### src/rtl/top_k_drain.sv
// ---------------------------------------------------------------------------
// top_k_drain
//
// Streaming top-K collector with an ordered read-out port.
//
// In COLLECT the block accepts one unsigned sample per cycle and keeps the K
// largest values seen (duplicates kept) in a register array sorted in
// descending order. A drain request moves it to DRAIN. In DRAIN it presents
// the held values largest-first over a valid/ready port. After the last
// entry is taken it returns to COLLECT with the array empty.
//
// Ports
//   clk         rising-edge clock
//   reset       asynchronous, active-high; clears all state
//   din_valid   din carries a sample this cycle
//   din         unsigned sample, DATA_SIZE bits
//   din_ready   high in COLLECT; a sample is taken on din_valid && din_ready
//   drain       read-out request; only looked at in COLLECT
//   dout_valid  dout holds a valid entry (DRAIN state)
//   dout_ready  consumer accepts dout this cycle
//   dout        current largest remaining entry
//   dout_last   qualifies dout_valid; this is the final entry of the drain
//   count       number of valid entries held, 0..K
// ---------------------------------------------------------------------------
module top_k_drain #(
  parameter int DATA_SIZE = 32,
  parameter int K         = 4
) (
  input  logic                   clk,
  input  logic                   reset,
  input  logic                   din_valid,
  input  logic [DATA_SIZE-1:0]   din,
  output logic                   din_ready,
  input  logic                   drain,
  output logic                   dout_valid,
  input  logic                   dout_ready,
  output logic [DATA_SIZE-1:0]   dout,
  output logic                   dout_last,
  output logic [$clog2(K+1)-1:0] count
);

  localparam int CW = $clog2(K+1);

  typedef enum logic {
    COLLECT = 1'b0,
    DRAIN   = 1'b1
  } state_t;

  state_t               state;
  logic [DATA_SIZE-1:0] entry     [K];
  logic [DATA_SIZE-1:0] ins_entry [K];
  logic [CW-1:0]        ins_pos;
  logic                 ins_take;
  logic [CW-1:0]        count_n;

  // Insert position: the lowest valid slot holding a strictly smaller value.
  // Equal values therefore land after their existing twins. If no slot
  // qualifies, the position is count, which is K when the array is full.
  // NOTE: every always_comb output gets a default first, so no path can
  // leave it unassigned and infer a latch.
  always_comb begin
    ins_pos = count;
    for (int i = K - 1; i >= 0; i--) begin
      if ((CW'(i) < count) && (din > entry[i])) ins_pos = CW'(i);
    end
  end

  // Array as it would look after inserting din at ins_pos. Slots at and
  // after the insert position shift down by one, and the old last slot
  // drops off. Slots past count are always zero, so shifting them in is
  // harmless.
  always_comb begin
    ins_entry[0] = (ins_pos == '0) ? din : entry[0];
    for (int i = 1; i < K; i++) begin
      if (CW'(i) < ins_pos)       ins_entry[i] = entry[i];
      else if (CW'(i) == ins_pos) ins_entry[i] = din;
      else                        ins_entry[i] = entry[i-1];
    end
  end

  // A sample is only stored when it finds a slot. count grows until it
  // reaches K, then stays there.
  assign ins_take = din_valid && (ins_pos != CW'(K));
  assign count_n  = (ins_take && (count != CW'(K))) ? count + 1'b1 : count;

  // NOTE: sequential state uses non-blocking assignments only, so every
  // entry shift reads the values from before the edge.
  // NOTE: the entry array is a small register file, not a RAM. It is reset,
  // so a drain that is aborted by reset leaves nothing behind.
  always_ff @(posedge clk or posedge reset) begin
    if (reset) begin
      state <= COLLECT;
      count <= '0;
      for (int i = 0; i < K; i++) entry[i] <= '0;
    end else begin
      case (state)
        COLLECT: begin
          if (ins_take) begin
            for (int i = 0; i < K; i++) entry[i] <= ins_entry[i];
            count <= count_n;
          end
          // A same-cycle sample is already counted in count_n, so it
          // becomes part of the drain.
          if (drain && (count_n != '0)) state <= DRAIN;
        end
        DRAIN: begin
          if (dout_ready) begin
            for (int i = 0; i < K - 1; i++) entry[i] <= entry[i+1];
            entry[K-1] <= '0;
            count      <= count - 1'b1;
            if (count == CW'(1)) state <= COLLECT;
          end
        end
        default: state <= COLLECT;
      endcase
    end
  end

  // These outputs decode the state register directly, so reset drops
  // dout_valid at once without waiting for a clock edge.
  assign din_ready  = (state == COLLECT);
  assign dout_valid = (state == DRAIN);
  assign dout       = entry[0];
  assign dout_last  = (state == DRAIN) && (count == CW'(1));

endmodule
### config.mk
export PLATFORM = sky130hd
export DESIGN_NAME = top_k_drain
export DESIGN_NICKNAME = d
export VERILOG_FILES = /design/src/rtl/top_k_drain.sv
export SDC_FILE = /design/constraint.sdc
export NUM_CORES = 1
export LEC_CHECK = 0
export CORE_ASPECT_RATIO = 0.75
export CORE_MARGIN = 1.5
export CORE_UTILIZATION = 35
export CTS_CLUSTER_SIZE = 28
export DETAILED_ROUTE_END_ITERATION = 6
export DONT_BUFFER_PORTS = 1
export PLACE_DENSITY = 0.47
export SYNTH_ARGS = -nofsm -noshare
export SYNTH_HDL_FRONTEND = slang
export SYNTH_SLANG_ARGS = --single-unit
### constraint.sdc
create_clock -name clk -period 8.7 [get_ports clk]
set_input_delay 1.74 -clock clk [delete_from_list [all_inputs] [get_ports clk]]
set_output_delay 1.74 -clock clk [all_outputs]
set_load 0.02 [all_outputs]
==> impl_metrics.yaml <==
run_status:
  outcome: "completed"
timing:
  final.period_utilization: 0.561
  timing.final.crit_period_ns: 4.88
  max_slew_margin: 0.319
  drv_slew: 0
  timing.clock.skew_ns: 0.00942
  rsz0062_at_grt: "false"
  fmax_mhz: 205
  setup_violations: 0
  timing.setup.tns_ns: 0
  max_slew.worst_pin.slew_ns: 1.02
  final-hold-violation-count: 0
layout:
  nFillCells: 3005
  diodes: 0
  final_core_util: 0.379
  area_growth_pct: 6.81
  finalNetCount: 1312
  layout.cells.most_common: "sky130_fd_sc_hd__mux2i_1"
  layout-drive-gt1-share: 0.0528
  mostFrequentLayoutCells: "190 x sky130_fd_sc_hd__mux2i_1, 132 x sky130_fd_sc_hd__ha_1, 131 x sky130_fd_sc_hd__inv_1, 131 x sky130_fd_sc_hd__dfrtp_1, 100 x sky130_fd_sc_hd__nand2_1"
pwr:
  power.leakage_uw: 0.00542
  design_power_total_uw: 4340
  vdd_ir_drop_max_uv: 180
  power_per_cell_area_mw_per_mm2: 381
global_route:
  met3_usage: 0.0476
  antenna_violations_before_repair: 0
  top_usage_layer: "met1"
  total_grt_usage: 0.215
  overflow: 0
  grt_start_max_net_pins: 82
  grtUsageMet1: 0.345
  grt_first_pass_wirelength_um: 51000
  first_global_vias: 8168
  grt_util_met2: 0.282
critical_path:
  critical_path_class: "input pin to flip-flop"
  crit_arrival_ns: 5.24
  worstReg2RegStart: "entry[47]$_DFFE_PP0P_"
  timing.critical_path.from_type: "input pin"
  r2r.worst_path.cells: 11
  crit_start: "din[15]"
  critPathRequiredTime_ns: 9.06
  path_max_fanout: 38
  timing.critical_path.to_type: "flip-flop"
floorplan:
  start_util: 0.355
  die_area_mm2: 0.0316
  num_rows: 55
  floorplan.core_area_mm2: 0.0301
  fp.dieH_um: 154
  pin_count: 75
  die_x_um: 205
clocking:
  clock_net_sink_count: 132
  h-tree-depth: 4
  post_cts_hold_buffer_count: 0
  post_cts_repair_resize_count: 0
  cts-buffers-inserted: 17
  clock_insertion_delay_worst_skew_ns: 0.44
  cts_tree: "done"
  cts_root_buffer: "sky130_fd_sc_hd__clkbuf_16"
  cts.repair_timing.setup_buffer_count: 0
  path_clk_slew_ns: 0.06
  ctsLongestPathBuffers: 2
detailed_routing:
  drt-initial-drc-count: 571
  post-route-drc-count: 0
  antenna_left: 0
  via_per_inst: 5.35
  drtPass1Iterations: 5
  drt_wl_total_um: 32800
  dr_total_vias: 8315
  routedWlPerCell_um: 21.1
synthesis:
  ys_seq_area_frac: 0.309
  synthFlopType: "sky130_fd_sc_hd__dfrtp_1"
  number_of_distinct_standard_cells_referenced_by_the_synthesized_netlist: 58
  synthesis.nets: 1364
  synthCells: 1195
  yosys_warnings: 0
  ys_ff_latch: 132
  synth-edff-count: 0
  async_reset_ff_frac: 1.00
  post_synth_instance_area_mm2: 0.0107
  synthesis.area_per_instance_um2: 8.93
worst_hold_path:
  holdPathStages: 2
  worstHoldStart: "entry[30]$_DFFE_PP0P_"
  hp-class: "flip-flop to flip-flop"
run:
  cap_violations: 0
placement:
  place_congestion: 0.873
  portBuffers: 0
  dp_hpwl_um: 23100
report_power, final:
| group | internal [uW] | switching [uW] | leakage (uW) | total (uW) |
|---|---|---|---|---|
| registers | 872 | 398 | 0.00169 | 1270 |
| clock network | 436 | 299 | 0.000277 | 735 |
| logic | 926 | 1410 | 0.00346 | 2340 |
logic make-up (layout without fill, tap and decap cells):
| kind of cell | count (synthesis) | in the layout | synth area share |
|---|---|---|---|
| compound gates | 226 | 226 | 0.133 |
| xor+xnor | 1 | 1 | 0.000821 |
| fa+ha+maj | 132 | 132 | 0.155 |
| buf+inv | 217 | 178 | 0.0951 |
| flops | 132 | 132 | 0.309 |
| mux | 191 | 191 | 0.179 |
| simple gates | 296 | 296 | 0.127 |
worst max-delay path, stage by stage:
cell and delay [ns]:
sky130_fd_sc_hd__ha_1 0.29, sky130_fd_sc_hd__nand4_1 0.25, sky130_fd_sc_hd__nor4_1 0.64, sky130_fd_sc_hd__a21boi_0 0.30, sky130_fd_sc_hd__or4b_1 0.20, sky130_fd_sc_hd__a22oi_1 0.15
sky130_fd_sc_hd__a41oi_4 0.85, sky130_fd_sc_hd__buf_4 0.54, sky130_fd_sc_hd__nor2_1 0.11, sky130_fd_sc_hd__a21oi_1 0.13
through the flow:
stage	std cells	area, um^2	hold slack (ns)	worst slack (ns)
4_1_cts	1555	11400	0.527	3.84
5_1_grt	1555	11400	0.549	3.59
2_1_floorplan	1195	10700	0.500	3.43
3_5_place_dp	1523	10800	0.516	3.38
6_report	1555	11400	0.525	3.82
3_3_place_gp	1523	10800	0.512	3.41
worst paths after layout:
check / end / slack (ns)
max: entry[51]$_DFFE_PP0P_ / 3.82
min: entry[30]$_DFFE_PP0P_ / 0.52
max reg2reg: entry[51]$_DFFE_PP0P_ / 4.66
min reg2reg: entry[30]$_DFFE_PP0P_ / 0.52
max in group asynchronous: dout_valid$_DFF_PP0_ / 5.97
min in group asynchronous: dout[26]$_DFFE_PP0P_ / 1.24
state kept, by name, indices dropped and copies added, names as in the netlist:
signal / cells
entry: 96
dout_valid: 1
count: 3
dout: 32
final cells by class:
cell class,instances,area (um^2),area share
clock buffers,23,468,0.0410
clock inverters,9,104,0.00911
inverters,133,504,0.0442
multi-input cells,846,6420,0.563
flip-flops and latches,132,3300,0.290
well taps,399,499,0.0438
repair buffers,13,97.6,0.00856
routing by layer:
metal  routed length [um]  vias up
li1                     -     4115
met1                18000     4019
met2                12800      160
met3                 1750       21
met4                  340        0
met5                    0        -
cells in the mapped netlist, types with 17 or more instances:
cell type                    n  area, um^2
sky130_fd_sc_hd__o21ai_0    50         250
sky130_fd_sc_hd__buf_4      36         270
sky130_fd_sc_hd__clkbuf_1   33         124
sky130_fd_sc_hd__mux2i_1   190        1900
sky130_fd_sc_hd__a21oi_1    89         445
sky130_fd_sc_hd__nor2_1     83         312
sky130_fd_sc_hd__dfrtp_1   132        3300
sky130_fd_sc_hd__nand3_1    17        85.1
sky130_fd_sc_hd__nand2_1   102         383
sky130_fd_sc_hd__nor3_1     37         185
sky130_fd_sc_hd__ha_1      132        1650
sky130_fd_sc_hd__nand4_1    30         188
sky130_fd_sc_hd__a211oi_1   37         278
sky130_fd_sc_hd__inv_1     132         495
Power figures use the tool's default switching activity.
==> edit: new RTL, same flow settings <==
The parameter `DATA_SIZE` goes from 32 to 64.
--- a/src/rtl/top_k_drain.sv
+++ b/src/rtl/top_k_drain.sv
@@ -23,7 +23,7 @@
 //   count       number of valid entries held, 0..K
 // ---------------------------------------------------------------------------
 module top_k_drain #(
-  parameter int DATA_SIZE = 32,
+  parameter int DATA_SIZE = 64,
   parameter int K         = 4
 ) (
   input  logic                   clk,
Ports: changed (resized din and dout); port bits go from 75 to 139. The function was not compared with the original's and may differ.
==> edit against the original RTL <==
Sequential cell count grew 128; design area rose by 93%; clock power grew 95%; die area increased by 92%; sequential power rose by 89%; utilization shrank 0.50 points; area after synthesis up 94%; via count grew 94%; worst setup slack worse by 0.56 ns; final cell count increased by 90%; power up 79%; routed wire length up 100%; first-iteration DRC count increased by 130%; critical path depth is 1 higher.
==> edit: results (changes against the original RTL) <==
stage	metric	value	unit	change
critical_path	CP delay by family, top	simple AND/OR/NAND/NOR gates		
layout	multi-input gate count	1548		+83%
global_route	largest net degree at the start of global routing	152		+85%
layout	CLK BUF	56		+140%
layout	layout cells sized above 1	4.64	%	-0.64 points
detailed_routing	via count	16200		+94%
layout	FF+latch area	0.00651	mm^2	+97%
layout	nonclk inv count	266		+100%
critical_path	FF-to-FF path depth	12		+1
pwr	Peak VDD IR	379	uV	+110%
global_route	first-pass GRT wire length	101	mm	+98%
cts	total CTS buffers	34		+17
logic_synthesis	Cell variety after synth	70		+21%
cts	H-tree depth	2		-2
layout	fraction of area in non-clock buffers	0.979	%	+0.12 points
placed_design	DPL Wire Length	45.1	mm	+96%
timing	Slew Limit Headroom	19.8	%	-12 points
layout	final net count	2466		+88%
detailed_routing	drt total wl	65.6	mm	+100%
worst_hold_path	Hold Startpoint	entry[40]		
detailed_routing	First DRT Iteration DRCs	1294		+130%
critical_path	WP data arrival	5.85	ns	+0.61 ns
layout	Clock buf/inv share	5.04	%	+0.020 points
critical_path	Worst R2R Start	dout[35]		
logic_synthesis	Post-Syn Nets	2579		+89%
pwr	Pleak	0.0114	uW	+110%
run_status	status	completed		
critical_path	R2R Setup Slk	3.93	ns	-0.73 ns
logic_synthesis	number of synthesized register bits	260		+97%
critical_path	worst stage delay on the critical path	0.74	ns	-0.11 ns
critical_path	R2R Path End	dout[20]		
layout	fillcell total	5970		+99%
worst_hold_path	Hold Path End	entry[40]		
## edit: metal layers
layer / track usage (%) / share of wire (%) / vias up
li1: - / - / 7818
met3: 4.13 / 6.0 / 63
met5: 0 / 0 / -
met1: 31.8 / 50 / 7906
met2: 32.2 / 42 / 385
met4: 4.73 / 1.5 / 0
## edit: metrics by stage
| step | area [um^2] | util [%] | std cells | worst slack [ns] | hold slack [ns] |
|---|---|---|---|---|---|
| 2_1_floorplan | 20700 | - | 2250 | 3.53 | 0.498 |
| 3_3_place_gp | 20900 | 35.5 | 2891 | 2.75 | 0.517 |
| 3_5_place_dp | 20900 | 35.5 | 2891 | 2.73 | 0.527 |
| 4_1_cts | 22000 | 37.4 | 2947 | 3.29 | 0.539 |
| 5_1_grt | 22000 | 37.4 | 2947 | 3.03 | 0.563 |
| 6_report | 22000 | 37.4 | 2947 | 3.26 | 0.537 |
## edit: worst max-delay path by stage
stage / startpoint / end / slack [ns]
global placement: din[47] / entry[182] / 2.75
detailed placement: din[47] / entry[187] / 2.73
finish: din[46] / entry[187] / 3.26
global route: din[35] / dout[24] / 3.03
floorplan: reset / count[0] / 3.53
CTS: din[47] / entry[185] / 3.29
## edit: where the power goes
part / switching, uW / leakage (uW) / internal (uW)
Combinational: 2310 / 0.00763 / 1650
Clock: 571 / 0.000544 / 861
Sequential: 715 / 0.00324 / 1690
## edit: worst min-delay path, cell delays in order (launching register included)
cell and delay [ns]:
dfrtp_1 0.36, nand3_1 0.07, o21ai_1 0.07
## edit: kinds of logic (layout without fill, tap and decap cells)
group,count (synthesis),in the layout,share of synthesized area [%]
simple gates,427,427,10.8
flops,260,260,31.4
fa+ha+maj,260,260,15.7
mux,319,319,15.4
compound gates,542,542,16.4
buf+inv,442,349,10.3
